$ cat src/rtl/prog_loader.sv
// Writable instruction store filled from a valid/ready stream, then fetched at progCntr while running.
// Optional LOADER_CHECKSUM_EN adds a trailing XOR checksum word validated before the core runs.
module prog_loader #(
  parameter int INSTR_W = 12,
  parameter int DEPTH   = 8,
  parameter int ADDR_W  = 3
) (
  input  logic                clk,
  input  logic                rst,
  input  logic                load_start,
  input  logic [ADDR_W:0]     load_len,
  input  logic                in_valid,
  input  logic [0:INSTR_W-1]  in_data,
  output logic                in_ready,
  input  logic [0:ADDR_W-1]   progCntr,
  output logic [0:INSTR_W-1]  instruction,
  output logic                core_run,
  output logic                load_done,
  output logic                err
);

`ifdef LOADER_CHECKSUM_EN
  typedef enum logic [1:0] {IDLE, LOAD, CHECK, RUN} state_t;
`else
  typedef enum logic [1:0] {IDLE, LOAD, RUN} state_t;
`endif

  state_t             state_q, state_d;
  logic [ADDR_W:0]    len_q;
  logic [ADDR_W:0]    wr_ptr;
  logic [INSTR_W-1:0] mem [0:DEPTH-1];
  logic               fresh_q;

  logic [INSTR_W-1:0] din;
  logic [ADDR_W-1:0]  fetch_addr;
  logic               len_ok;
  logic               can_start;
  logic               start_ok;
  logic               start_bad;
  logic               xfer;
  logic               last_word;
  logic               csum_bad;

`ifdef LOADER_CHECKSUM_EN
  logic [INSTR_W-1:0] csum_q;
`endif

  assign din        = in_data;
  assign fetch_addr = progCntr;
  assign len_ok     = (load_len != '0) && ({1'b0, load_len} <= (ADDR_W+2)'(DEPTH));
  assign can_start  = (state_q == IDLE) || (state_q == RUN);
  assign start_ok   = load_start && len_ok && can_start;
  assign start_bad  = load_start && !len_ok && can_start;
  assign xfer       = in_valid && in_ready;
  assign last_word  = (wr_ptr == len_q - 1'b1);

  always_comb begin
    state_d  = state_q;
    csum_bad = 1'b0;
    case (state_q)
      IDLE: if (start_ok) state_d = LOAD;
      LOAD: begin
        if (xfer && last_word) begin
`ifdef LOADER_CHECKSUM_EN
          state_d = CHECK;
`else
          state_d = RUN;
`endif
        end
      end
`ifdef LOADER_CHECKSUM_EN
      CHECK: begin
        if (xfer) begin
          csum_bad = (din != csum_q);
          state_d  = csum_bad ? IDLE : RUN;
        end
      end
`endif
      RUN:  if (start_ok) state_d = LOAD;
      default: state_d = IDLE;
    endcase
  end

  // core_run and load_done rise one edge after RUN is entered; fresh_q marks that first RUN cycle
  always_ff @(posedge clk) begin
    if (rst) begin
      state_q   <= IDLE;
      len_q     <= '0;
      wr_ptr    <= '0;
      fresh_q   <= 1'b0;
      in_ready  <= 1'b0;
      core_run  <= 1'b0;
      load_done <= 1'b0;
      err       <= 1'b0;
`ifdef LOADER_CHECKSUM_EN
      csum_q    <= '0;
`endif
      for (int i = 0; i < DEPTH; i++) mem[i] <= '0;
    end else begin
      state_q   <= state_d;
`ifdef LOADER_CHECKSUM_EN
      in_ready  <= (state_d == LOAD) || (state_d == CHECK);
`else
      in_ready  <= (state_d == LOAD);
`endif
      core_run  <= (state_q == RUN) && (state_d == RUN);
      load_done <= fresh_q && (state_d == RUN);
      fresh_q   <= (state_q != RUN) && (state_d == RUN);

      if (start_ok) begin
        err    <= 1'b0;
        len_q  <= load_len;
        wr_ptr <= '0;
`ifdef LOADER_CHECKSUM_EN
        csum_q <= '0;
`endif
        for (int i = 0; i < DEPTH; i++) mem[i] <= '0;
      end else if (start_bad || csum_bad) begin
        err <= 1'b1;
      end

      if (state_q == LOAD && xfer) begin
        mem[wr_ptr[ADDR_W-1:0]] <= din;
        wr_ptr                  <= wr_ptr + 1'b1;
`ifdef LOADER_CHECKSUM_EN
        csum_q                  <= csum_q ^ din;
`endif
      end
    end
  end

  assign instruction = (state_q == RUN) ? mem[fetch_addr] : '0;

endmodule

$ cat config.mk
export PLATFORM = sky130hd
export DESIGN_NAME = prog_loader
export DESIGN_NICKNAME = d
export VERILOG_FILES = /design/src/rtl/prog_loader.sv
export SDC_FILE = /design/constraint.sdc
export NUM_CORES = 1
export LEC_CHECK = 0
export ABC_AREA = 1
export BUFFER_PORTS_ARGS = -buffer_cell sky130_fd_sc_hd__buf_2
export CORE_MARGIN = 8
export CORE_UTILIZATION = 64
export DETAILED_ROUTE_END_ITERATION = 10
export MAX_ROUTING_LAYER = met4
export PLACE_DENSITY_LB_ADDON = 0.05
export SYNTH_ARGS = -nofsm -noshare
export SYNTH_HDL_FRONTEND = slang
export SYNTH_SLANG_ARGS = --single-unit
$ cat constraint.sdc
create_clock -name clk -period 2.78 [get_ports clk]
set_input_delay 0 -clock clk [delete_from_list [all_inputs] [get_ports clk]]
set_output_delay 0 -clock clk [all_outputs]
set_load 0.02 [all_outputs]
Word-level counts from Yosys, hierarchy flattened
Memories as Yosys holds them, arrays and structs flattened.
Cells that the tools add are included.
{"block": "op_classes", "eq_ne": 6, "magnitude_cmp": 1, "muxes": 25, "addsub": 2, "n_bitwise": 8, "n_reduce_logical": 19}
{"op": "$mux W12", "n": 10}
{"op": "$reduce_or A12 Y1", "n": 1}
{"op": "$logic_and A1 B1 Y1", "n": 11}
{"op": "$mux W1", "n": 9}
{"op": "$mux W4", "n": 2}
{"op": "$or A1 B1 Y1", "n": 8}
{"op": "$add A4 B1 Y4 const B", "n": 1}
{"op": "$eq A2 B1 Y1 const B", "n": 2}
{"op": "$eq A2 B2 Y1 const B", "n": 2}
{"op": "$eq A4 B4 Y1", "n": 1}
{"op": "$le A4 B4 Y1 const B", "n": 1}
{"op": "$mux W2", "n": 2}
{"op": "$pmux W2 S2", "n": 1}
{"op": "$reduce_bool A4 Y1", "n": 1}
{"op": "$reduce_or A2 Y1", "n": 2}
{"op": "$sub A4 B1 Y4 const B", "n": 1}
{"op": "$mux W3", "n": 1}
{"op": "$logic_not A2 Y1", "n": 1}
{"op": "$ne A2 B2 Y1 const B", "n": 1}
{"op": "$reduce_bool A2 Y1", "n": 1}
{"op": "$logic_not A1 Y1", "n": 1}
{"op": "$logic_or A1 B1 Y1", "n": 1}
{"block": "totals", "output_inout_bits": 16, "ff_bits": 15, "in_bits": 23, "ramBits": 96, "mem_count": 1, "elab_cells": 70}
{"name": "mem", "words": 8, "width": 12, "read_ports": 1, "rd_clocked_by_memory_dff": 0, "wr": 8, "line": "31", "rtl": "logic [INSTR_W-1:0] mem [0:DEPTH-1];"}

Longest topological paths before layout
Gate-level depths: netlist (run 1).
{"block": "depth", "depth_word": 9, "mapped_depth": 12, "depth_no_buf": 12}

Worst setup path before layout (run 1)
Ideal clock, no wire load.
{"block": "synth_path", "kind": "reg-to-reg", "from": "register in_ready", "to": "memory mem[6][0], enable pin", "path_stages_with_launch": 8, "setup_slack_ps": 825, "setup_ps": 350, "required_time_ps": 2430, "arrival_ps": 1605, "path_buffers": 1, "period_less_slack_ps": 1955, "cell_sequence": "dfxtp_1 nand2_1 nor2_4 inv_1 nor3_4 nand3_1 buf_4 nand2_1"}
{"element": "from (decl)", "line": "14", "rtl": "output logic in_ready,"}
{"element": "from (signal assigned)", "line": "104", "rtl": "in_ready <= (state_d == LOAD);"}
{"element": "to (decl)", "line": "31"}

==> results.sh, run 1 <==
export IMPL_vias=3933
export IMPL_drt_iter0_markers=342
export IMPL_syn_area_per_cell_um2=9.35
export IMPL_post_place_ws_ns=0.610
export IMPL_cpMaxStageDelayCell="nand2_1"
export IMPL_first_pass_iters=5
export IMPL_die_y_um=105
export IMPL_via_per_inst=5.79
export IMPL_die_area_um2=11000
export IMPL_start_kind="register"
export IMPL_ir_worst_vdd_mv=0.442
export IMPL_yosysWarnings=0
export IMPL_p_leak_uw=0.00233
export IMPL_wl_per_cell_um=18.7
export IMPL_critPathKind="reg2reg"
export IMPL_crit_fanout=13
export IMPL_grt_pass1_vias=3730
export IMPL_final_cells=679
export IMPL_cts_tree="yes"
export IMPL_final_common_cell="nor2_1"
export IMPL_ios=39
export IMPL_fin_util=0.721
export IMPL_pwr_share_clk=0.311
export IMPL_period_share=0.787
export IMPL_htree_levels=3
export IMPL_cp_num_buf_inv=1
export IMPL_n_fill_cell=563
export IMPL_synth_top_area_cell="edfxtp_1"
export IMPL_switching_share=0.256
export IMPL_finalHoldViolCount=0
export IMPL_worstHoldPathType="in2reg"
export IMPL_synth_cell_types=22
export IMPL_routed_wl_um=12700
export IMPL_initial_utilization=0.656
export IMPL_dieWidth_um=105
export IMPL_cts_buffers=9
export IMPL_gp_congestion=0.899
export IMPL_grt_usage=0.240
export IMPL_path_common_cell="nand2_1"
export IMPL_final_cell_mix="nor2_1, edfxtp_1, o21ai_0"
export IMPL_p_seq_frac=0.595
export IMPL_syn_area_um2=5040
export IMPL_cts_sinks=111
export IMPL_setup_ws_ns=0.592
export IMPL_cp_required_ns=2.80
export IMPL_place_hpwl_um=8740
export IMPL_cpLargestDelayFamily="simple AND/OR/NAND/NOR gates"
export IMPL_n_antenna_cell=0
export IMPL_period_minus_slack_ns=2.19
export IMPL_fp_row_count=32
export IMPL_worstPathArrival_ns=2.21
export IMPL_dp_cells=657
export IMPL_tightest_slew_ns=0.787
export IMPL_root_buffer="clkbuf_8"
export IMPL_final_max_slew_viol_count=0
export IMPL_grt_overflow_total=0
export IMPL_clock_latency_ns=0.38
export IMPL_cts_max_path_buffers=2
export IMPL_drtAntennaViolNets=0
export IMPL_internal_power_uw=2420
export IMPL_core_um2=7690
export IMPL_finalSetupViolCount=0
export IMPL_drive_gt1_frac=0.109
export IMPL_netlist_top_cells_area="edfxtp_1, nor2_1, o21ai_0, dfxtp_1, nand2_1"
export IMPL_synthToLayoutAreaGrowth_pct=9.91
export IMPL_synth_top_area_share=0.572
export IMPL_timing_fmax_ghz=0.457
export IMPL_grt_max_degree=49
export IMPL_critPathMaxStageDelay_ns=0.49
export IMPL_nets=597
export IMPL_drc=0
export IMPL_path_clk_slew_ns=0.10
export IMPL_total_power_uw=3250
export IMPL_ys_seq_area_frac=0.632
export IMPL_end_kind="register"
export IMPL_netSwitchingPower_uw=831
export IMPL_rsz0062_at_grt="false"
export IMPL_ys_ff_latch=111
export IMPL_antenna_found_initial=0
export IMPL_portBuffers=38
export IMPL_run_status="complete, no violations"
export IMPL_maxSlewHeadroom=0.475
export IMPL_combPwrFrac=0.094
export IMPL_power_density_nw_per_um2=586
export IMPL_syn_num_nets=564
export IMPL_path_cells="nand2_1 > nor2_4 > inv_1 > nor3_2 > nand2_1 > nand2_1"
export IMPL_finalSetupTns_ns=0
export IMPL_clock_skew_ns=0.00996
export IMPL_max_cap_violations=0
export IMPL_synthCells=539
export IMPL_grt_pass1_wl_um=19700
synthesized netlist by cell type:
master and number:
nor2_1 208, edfxtp_1 96, o21ai_0 64, nand2_1 51, inv_1 37, dfxtp_1 15, buf_2 14, clkbuf_1 12
o32ai_1 12, nand3_1 11, a21oi_1 5, xor2_1 3, ha_1 2, buf_4 1, clkinv_1 1, nand2_2 1
nand4_1 1, nor2_4 1, nor3_1 1, nor3_2 1, nor3_4 1, o21bai_1 1
worst reg2reg max path, stage by stage (launching register included):
cell	delay [ns]
dfxtp_1	0.34
nand2_1	0.11
nor2_4	0.17
inv_1	0.11
nor3_2	0.28
nand2_1	0.32
nand2_1	0.49
area by class of cell:
type	instances	area, um2	area share
clock buffer	9	124	0.0224
clock inverter	7	82.6	0.0149
inverter	38	143	0.0258
multi-input combinational	363	1590	0.287
sequential	111	3180	0.575
tap	102	128	0.0230
timing repair buffer	49	288	0.0520
state kept, by name (all words and copies together), names as in the netlist, 2 cells and up:
| register | count |
|---|---|
| wr_ptr | 4 |
| state_q | 2 |
| len_q | 4 |
| mem | 96 |
cell families after synthesis:
group,after synthesis,share of synthesized area
AOI/OAI and AO/OA,82,0.0909
adders and majority gates,2,0.00496
xor gates and xnor gates,3,0.00521
DFF,111,0.632
and+or+nand+nor,276,0.215
buffers and inverters,65,0.0526
power groups by stage:
stage	clock (uW)	combinational, uW	sequential, uW
floorplan	0	190	1960
global placement	0	285	1970
detailed placement	0	291	1970
CTS	1010	299	1930
global route	1070	335	1940
finish	1010	304	1930
worst paths after layout:
check	startpoint	end	slack [ns]	depth (start not counted)
max	in_ready	mem[5][7]	0.59	6
min	in_valid	wr_ptr[1]	0.12	5
min reg2reg	fresh_q	load_done	0.42	2
max reg2reg	in_ready	mem[5][7]	0.59	6
stage by stage:
| stage | hold WS, ns | area, um2 |
|---|---|---|
| floorplan | 0.154 | 5040 |
| global placement | 0.295 | 5270 |
| detailed placement | 0.317 | 5270 |
| CTS | 0.110 | 5540 |
| global route | 0.131 | 5540 |
| finish | 0.120 | 5540 |
metal layers:
layer  share of wire  GRT usage  wire length [um]  vias to the layer above
met5               0          -                 0                        -
met4           0.036      0.120               455                        0
met3           0.098     0.0418              1250                       33
met2            0.48      0.376              6100                      239
met1            0.39      0.295              4900                     1811
li1                -          -                 -                     1850
what timing repair did:
action                                 in CTS  in global routing
setup buffers                               0                  0
endpoints found under the hold margin       8                  0
hold buffers                                6                  0
resized for setup                           0                  0
setup endpoints to repair                   0                  0
Power figures use the tool's default switching activity.
==> run 2: changes to the inputs <==
CORE_UTILIZATION = 54   (was 64)
clock period = 1.9 ns   (was 2.78 ns; I/O delays follow)
==> results.sh, run 2 (synthesis gave the netlist of run 1 again) <==
export IMPL_run_status="complete, no violations"
export IMPL_fin_area_um2=5670
export IMPL_hp_start="in_data[9]"
export IMPL_reg2reg_to="mem[1][10]"
export IMPL_clock_latency_ns=0.37
export IMPL_nets=612
export IMPL_largest_reg_flops=96
export IMPL_grt_usage=0.208
export IMPL_cpMaxStageDelayCell="dlygate4sd3_1"
export IMPL_fp_row_count=35
export IMPL_grt_pass1_vias=3804
export IMPL_final_cells=704
export IMPL_final_common_cell="nor2_1"
export IMPL_final_max_slew_viol_count=0
export IMPL_post_cts_resized=0
export IMPL_combPwrFrac=0.099
export IMPL_drt_iter0_markers=429
export IMPL_dp_cells=679
export IMPL_max_cap_violations=0
export IMPL_p_leak_uw=0.00239
export IMPL_path_cells="dlygate4sd3_1 > buf_2 > nor2_1 > nand2_1 > xor2_1 > nand2_2 > buf_4 > nand2_1 > a21oi_1 > dlygate4sd3_1"
export IMPL_period_share=0.929
export IMPL_drtAntennaViolNets=0
export IMPL_total_power_uw=4580
export IMPL_r2r_cells=6
export IMPL_internal_power_uw=3390
export IMPL_grt_overflow_total=0
export IMPL_first_pass_iters=5
export IMPL_via_per_inst=5.57
export IMPL_finalSetupTns_ns=0
export IMPL_cts_buffers=9
export IMPL_drive_gt1_frac=0.139
export IMPL_setup_ws_ns=0.134
export IMPL_top_regs="mem: 96 flops, len_q: 4 flops, wr_ptr: 4 flops"
export IMPL_synthToLayoutAreaGrowth_pct=12.4
export IMPL_core_um2=9150
export IMPL_min_to="mem[0][2]"
export IMPL_critPathMaxStageDelay_ns=0.56
export IMPL_antenna_found_initial=1
export IMPL_power_density_nw_per_um2=809
export IMPL_pwr_share_clk=0.284
export IMPL_n_fill_cell=775
export IMPL_cts_sinks=111
export IMPL_finalSetupViolCount=0
export IMPL_routed_wl_um=12500
export IMPL_regMostFlops="mem"
export IMPL_cts_tree="yes"
export IMPL_ir_worst_vdd_mv=0.484
export IMPL_vias=3922
export IMPL_dieWidth_um=113
export IMPL_htree_levels=3
export IMPL_reg2reg_setup_slack_ns=0.21
export IMPL_cp_required_ns=2.15
export IMPL_end_kind="register"
export IMPL_finalHoldViolCount=0
export IMPL_cts_setup_buffers=0
export IMPL_tightest_slew_ns=0.433
export IMPL_period_minus_slack_ns=1.77
export IMPL_netSwitchingPower_uw=1190
export IMPL_switching_share=0.259
export IMPL_cts_hold_fix_buffers=8
export IMPL_maxSlewHeadroom=0.711
export IMPL_ios=39
export IMPL_grt_max_degree=49
export IMPL_gp_congestion=0.911
export IMPL_drc=0
export IMPL_critPathKind="in2reg"
export IMPL_worstPathArrival_ns=2.02
export IMPL_start_kind="input port"
export IMPL_crit_fanout=9
export IMPL_wl_per_cell_um=17.8
export IMPL_die_area_um2=12700
export IMPL_post_place_ws_ns=0.214
export IMPL_timing_fmax_ghz=0.566
export IMPL_p_seq_frac=0.617
export IMPL_final_cell_mix="nor2_1, edfxtp_1, o21ai_0"
export IMPL_min_path_cells=3
export IMPL_clock_skew_ns=0.0189
export IMPL_placed_area_um2=5410
export IMPL_place_hpwl_um=8670
export IMPL_rr_startpoint="in_ready"
export IMPL_path_clk_slew_ns=0.12
export IMPL_initial_utilization=0.551
export IMPL_cts_max_path_buffers=2
export IMPL_portBuffers=38
export IMPL_worstHoldPathType="in2reg"
export IMPL_die_y_um=113
export IMPL_root_buffer="clkbuf_8"
export IMPL_rsz0062_at_grt="false"
export IMPL_grt_pass1_wl_um=19700
run 2: cell count changes in the layout (fill, tap and decap cells not counted), sizes merged:
cell,delta
inv,-4
diode,+1
clkinv,+5
bufinv,-1
buf,+13
dlygate4sd3,+2
run 2: final cells by class:
| cell class | instances | area, um2 | area share |
|---|---|---|---|
| timing repair buffer | 64 | 418 | 0.0737 |
| inverter | 38 | 143 | 0.0252 |
| clock buffer | 9 | 124 | 0.0219 |
| antenna | 1 | 2.50 | 0.000442 |
| sequential | 111 | 3180 | 0.562 |
| multi-input combinational | 363 | 1610 | 0.284 |
| tap | 111 | 139 | 0.0245 |
| clock inverter | 7 | 48.8 | 0.00861 |
run 2: power by group through the flow:
stage | logic (uW) | registers [uW] | clock network [uW]
final | 456 | 2830 | 1300
after floorplan | 281 | 2860 | 0
after detailed placement | 443 | 2880 | 0
after global placement | 442 | 2880 | 0
after CTS | 456 | 2830 | 1310
after global routing | 505 | 2840 | 1390
run 2: how the worst max path moves through the flow:
stage	startpoint	end	slack, ns	cells past startpoint
floorplan	in_ready	mem[6][0]	0.08	7
global placement	state_q[1]	mem[1][10]	0.28	7
detailed placement	in_ready	mem[1][10]	0.21	6
CTS	load_len[0]	len_q[1]	0.16	10
global route	load_len[1]	mem[0][5]	0.001	9
finish	load_len[1]	len_q[1]	0.13	10
run 2: critical path, delay by kind of cell:
| kind | cells | cell delay, ns |
|---|---|---|
| XOR/XNOR | 1 | 0.27 |
| AND/OR/NAND/NOR | 4 | 0.28 |
| AO/OA/AOI/OAI | 1 | 0.05 |
| buffers and inverters | 4 | 1.41 |
run 2: layer usage:
metal,up-vias,global-route usage,wire [um]
met5,-,-,0
met4,0,0.0962,299
met3,23,0.0322,889
met2,156,0.325,5880
met1,1862,0.263,5460
li1,1881,-,-
run 2: stage by stage:
| stage | util | hold WS, ns |
|---|---|---|
| global route | 0.619 | 0.101 |
| CTS | 0.619 | 0.0956 |
| finish | 0.619 | 0.107 |
| global placement | 0.591 | 0.299 |
| floorplan | - | 0.154 |
| detailed placement | 0.591 | 0.306 |
==> run 3: changes to the inputs <==
clock period = 1.5 ns   (was 1.9 ns; I/O delays follow)
==> results.sh, run 3 (synthesis gave the netlist of run 1 again) <==
export IMPL_die_y_um=113
export IMPL_final_max_slew_viol_count=0
export IMPL_finalSetupViolCount=190
export IMPL_final_common_cell="nor2_1"
export IMPL_cts_buffers=9
export IMPL_drc=0
export IMPL_path_clk_slew_ns=0.11
export IMPL_critPathKind="reg2reg"
export IMPL_die_area_um2=12700
export IMPL_critPathMaxStageDelay_ns=0.48
export IMPL_ir_worst_vdd_mv=0.533
export IMPL_dieWidth_um=113
export IMPL_grt_usage=0.208
export IMPL_nets=648
export IMPL_cpMaxStageDelayCell="nor2_1"
export IMPL_p_leak_uw=0.00279
export IMPL_ios=39
export IMPL_grt_max_degree=41
export IMPL_n_antenna_cell=0
export IMPL_dp_cells=692
export IMPL_n_fill_cell=549
export IMPL_timing_fmax_ghz=0.589
export IMPL_core_um2=9150
export IMPL_start_kind="register"
export IMPL_place_hpwl_um=8150
export IMPL_drive_gt1_frac=0.350
export IMPL_root_buffer="clkbuf_8"
export IMPL_grt_pass1_vias=3883
export IMPL_power_density_nw_per_um2=858
export IMPL_final_cells=739
export IMPL_end_kind="register"
export IMPL_clock_latency_ns=0.37
export IMPL_vias=4213
export IMPL_rsz0062_at_grt="true"
export IMPL_drtAntennaViolNets=0
export IMPL_cts_sinks=111
export IMPL_setup_ws_ns=-0.197
export IMPL_worstPathArrival_ns=1.92
export IMPL_antenna_found_initial=0
export IMPL_grt_pass1_wl_um=19800
export IMPL_violations="setup timing"
export IMPL_drt_iter0_markers=338
export IMPL_path_cells="buf_4 > nor2_1 > nand2_4 > clkbuf_16 > nor2_1"
export IMPL_max_cap_violations=0
export IMPL_finalHoldViolCount=0
export IMPL_worstHoldPathType="in2reg"
export IMPL_cts_tree="yes"
export IMPL_synthToLayoutAreaGrowth_pct=40.9
export IMPL_period_minus_slack_ns=1.70
export IMPL_period_share=1.13
export IMPL_top_regs="mem: 96 flops, len_q: 4 flops, wr_ptr: 4 flops"
export IMPL_largest_reg_flops=96
export IMPL_wl_per_cell_um=19.9
export IMPL_htree_levels=3
export IMPL_path_common_cell="nor2_1"
export IMPL_grt_overflow_total=0
export IMPL_fp_row_count=35
export IMPL_first_pass_iters=5
export IMPL_clock_skew_ns=0.00873
export IMPL_maxSlewHeadroom=0.562
export IMPL_portBuffers=38
export IMPL_register_area_um2=3190
export IMPL_tightest_slew_ns=0.657
export IMPL_multi_input_area_um2=2480
export IMPL_crit_fanout=6
export IMPL_routed_wl_um=14700
export IMPL_initial_utilization=0.551
export IMPL_run_status="finished, violations left"
export IMPL_final_cell_mix="nor2_1, edfxtp_1, nor2_4"
export IMPL_cts_max_path_buffers=2
export IMPL_post_place_ws_ns=-0.0781
export IMPL_regMostFlops="mem"
export IMPL_cp_required_ns=1.73
export IMPL_gp_congestion=0.832
export IMPL_via_per_inst=5.70
## run 3: final timing paths
path	start	endpoint	slack, ns	cells after the start
worst max-delay path	wr_ptr[1]	mem[0][11]	-0.20	5
worst min-delay path	in_data[2]	mem[1][9]	0.15	3
worst max register to register	wr_ptr[1]	mem[0][11]	-0.20	5
worst min register to register	fresh_q	load_done	0.43	2
## run 3: layout make-up
type                            instances  area share
Multi-Input combinational cell        371       0.349
Timing Repair Buffer                   92       0.135
Sequential cell                       111       0.449
Clock buffer                           10      0.0180
Inverter                               38      0.0217
Clock inverter                          6     0.00740
Tap cell                              111      0.0196
## run 3: per-stage QoR
step	utilization	area, um2	TNS [ns]	hold WS (ns)	power (uW)
after floorplan	-	5190	-11.74	0.154	4020
after global placement	0.618	5660	-2.44	0.299	4240
after detailed placement	0.618	5660	-3.90	0.300	4260
after CTS	0.675	6180	-1.50	0.0625	5980
after global routing	0.776	7100	-23.34	0.166	6280
final	0.776	7100	-14.79	0.152	6090
## run 3: worst max-delay path: cells and delay by family, from the launching register on
family                 cells  cell delay [ns]
AND/OR/NAND/NOR            3             0.82
buffers and inverters      2             0.39
flip-flops                 1             0.34
## run 3: repair_timing
item                                    CTS  global route
pin swaps                                19            31
gates cloned                              6            12
resized for setup                        53           182
endpoints found under the hold margin     8             0
setup buffers                             2             4
endpoints found under the setup margin  152           202
hold buffers                              7             0
## run 3: per-layer routing
layer	track usage	wire, um	up-vias
met5	-	0	-
met4	0.104	423	0
met3	0.0360	1280	38
met2	0.352	7420	223
met1	0.234	5610	1967
li1	-	-	1985
## run 3: power by group
part           internal, uW  switching, uW
clock network           637           1050
logic                   278            548
registers              3520           54.1
total                  4430           1660
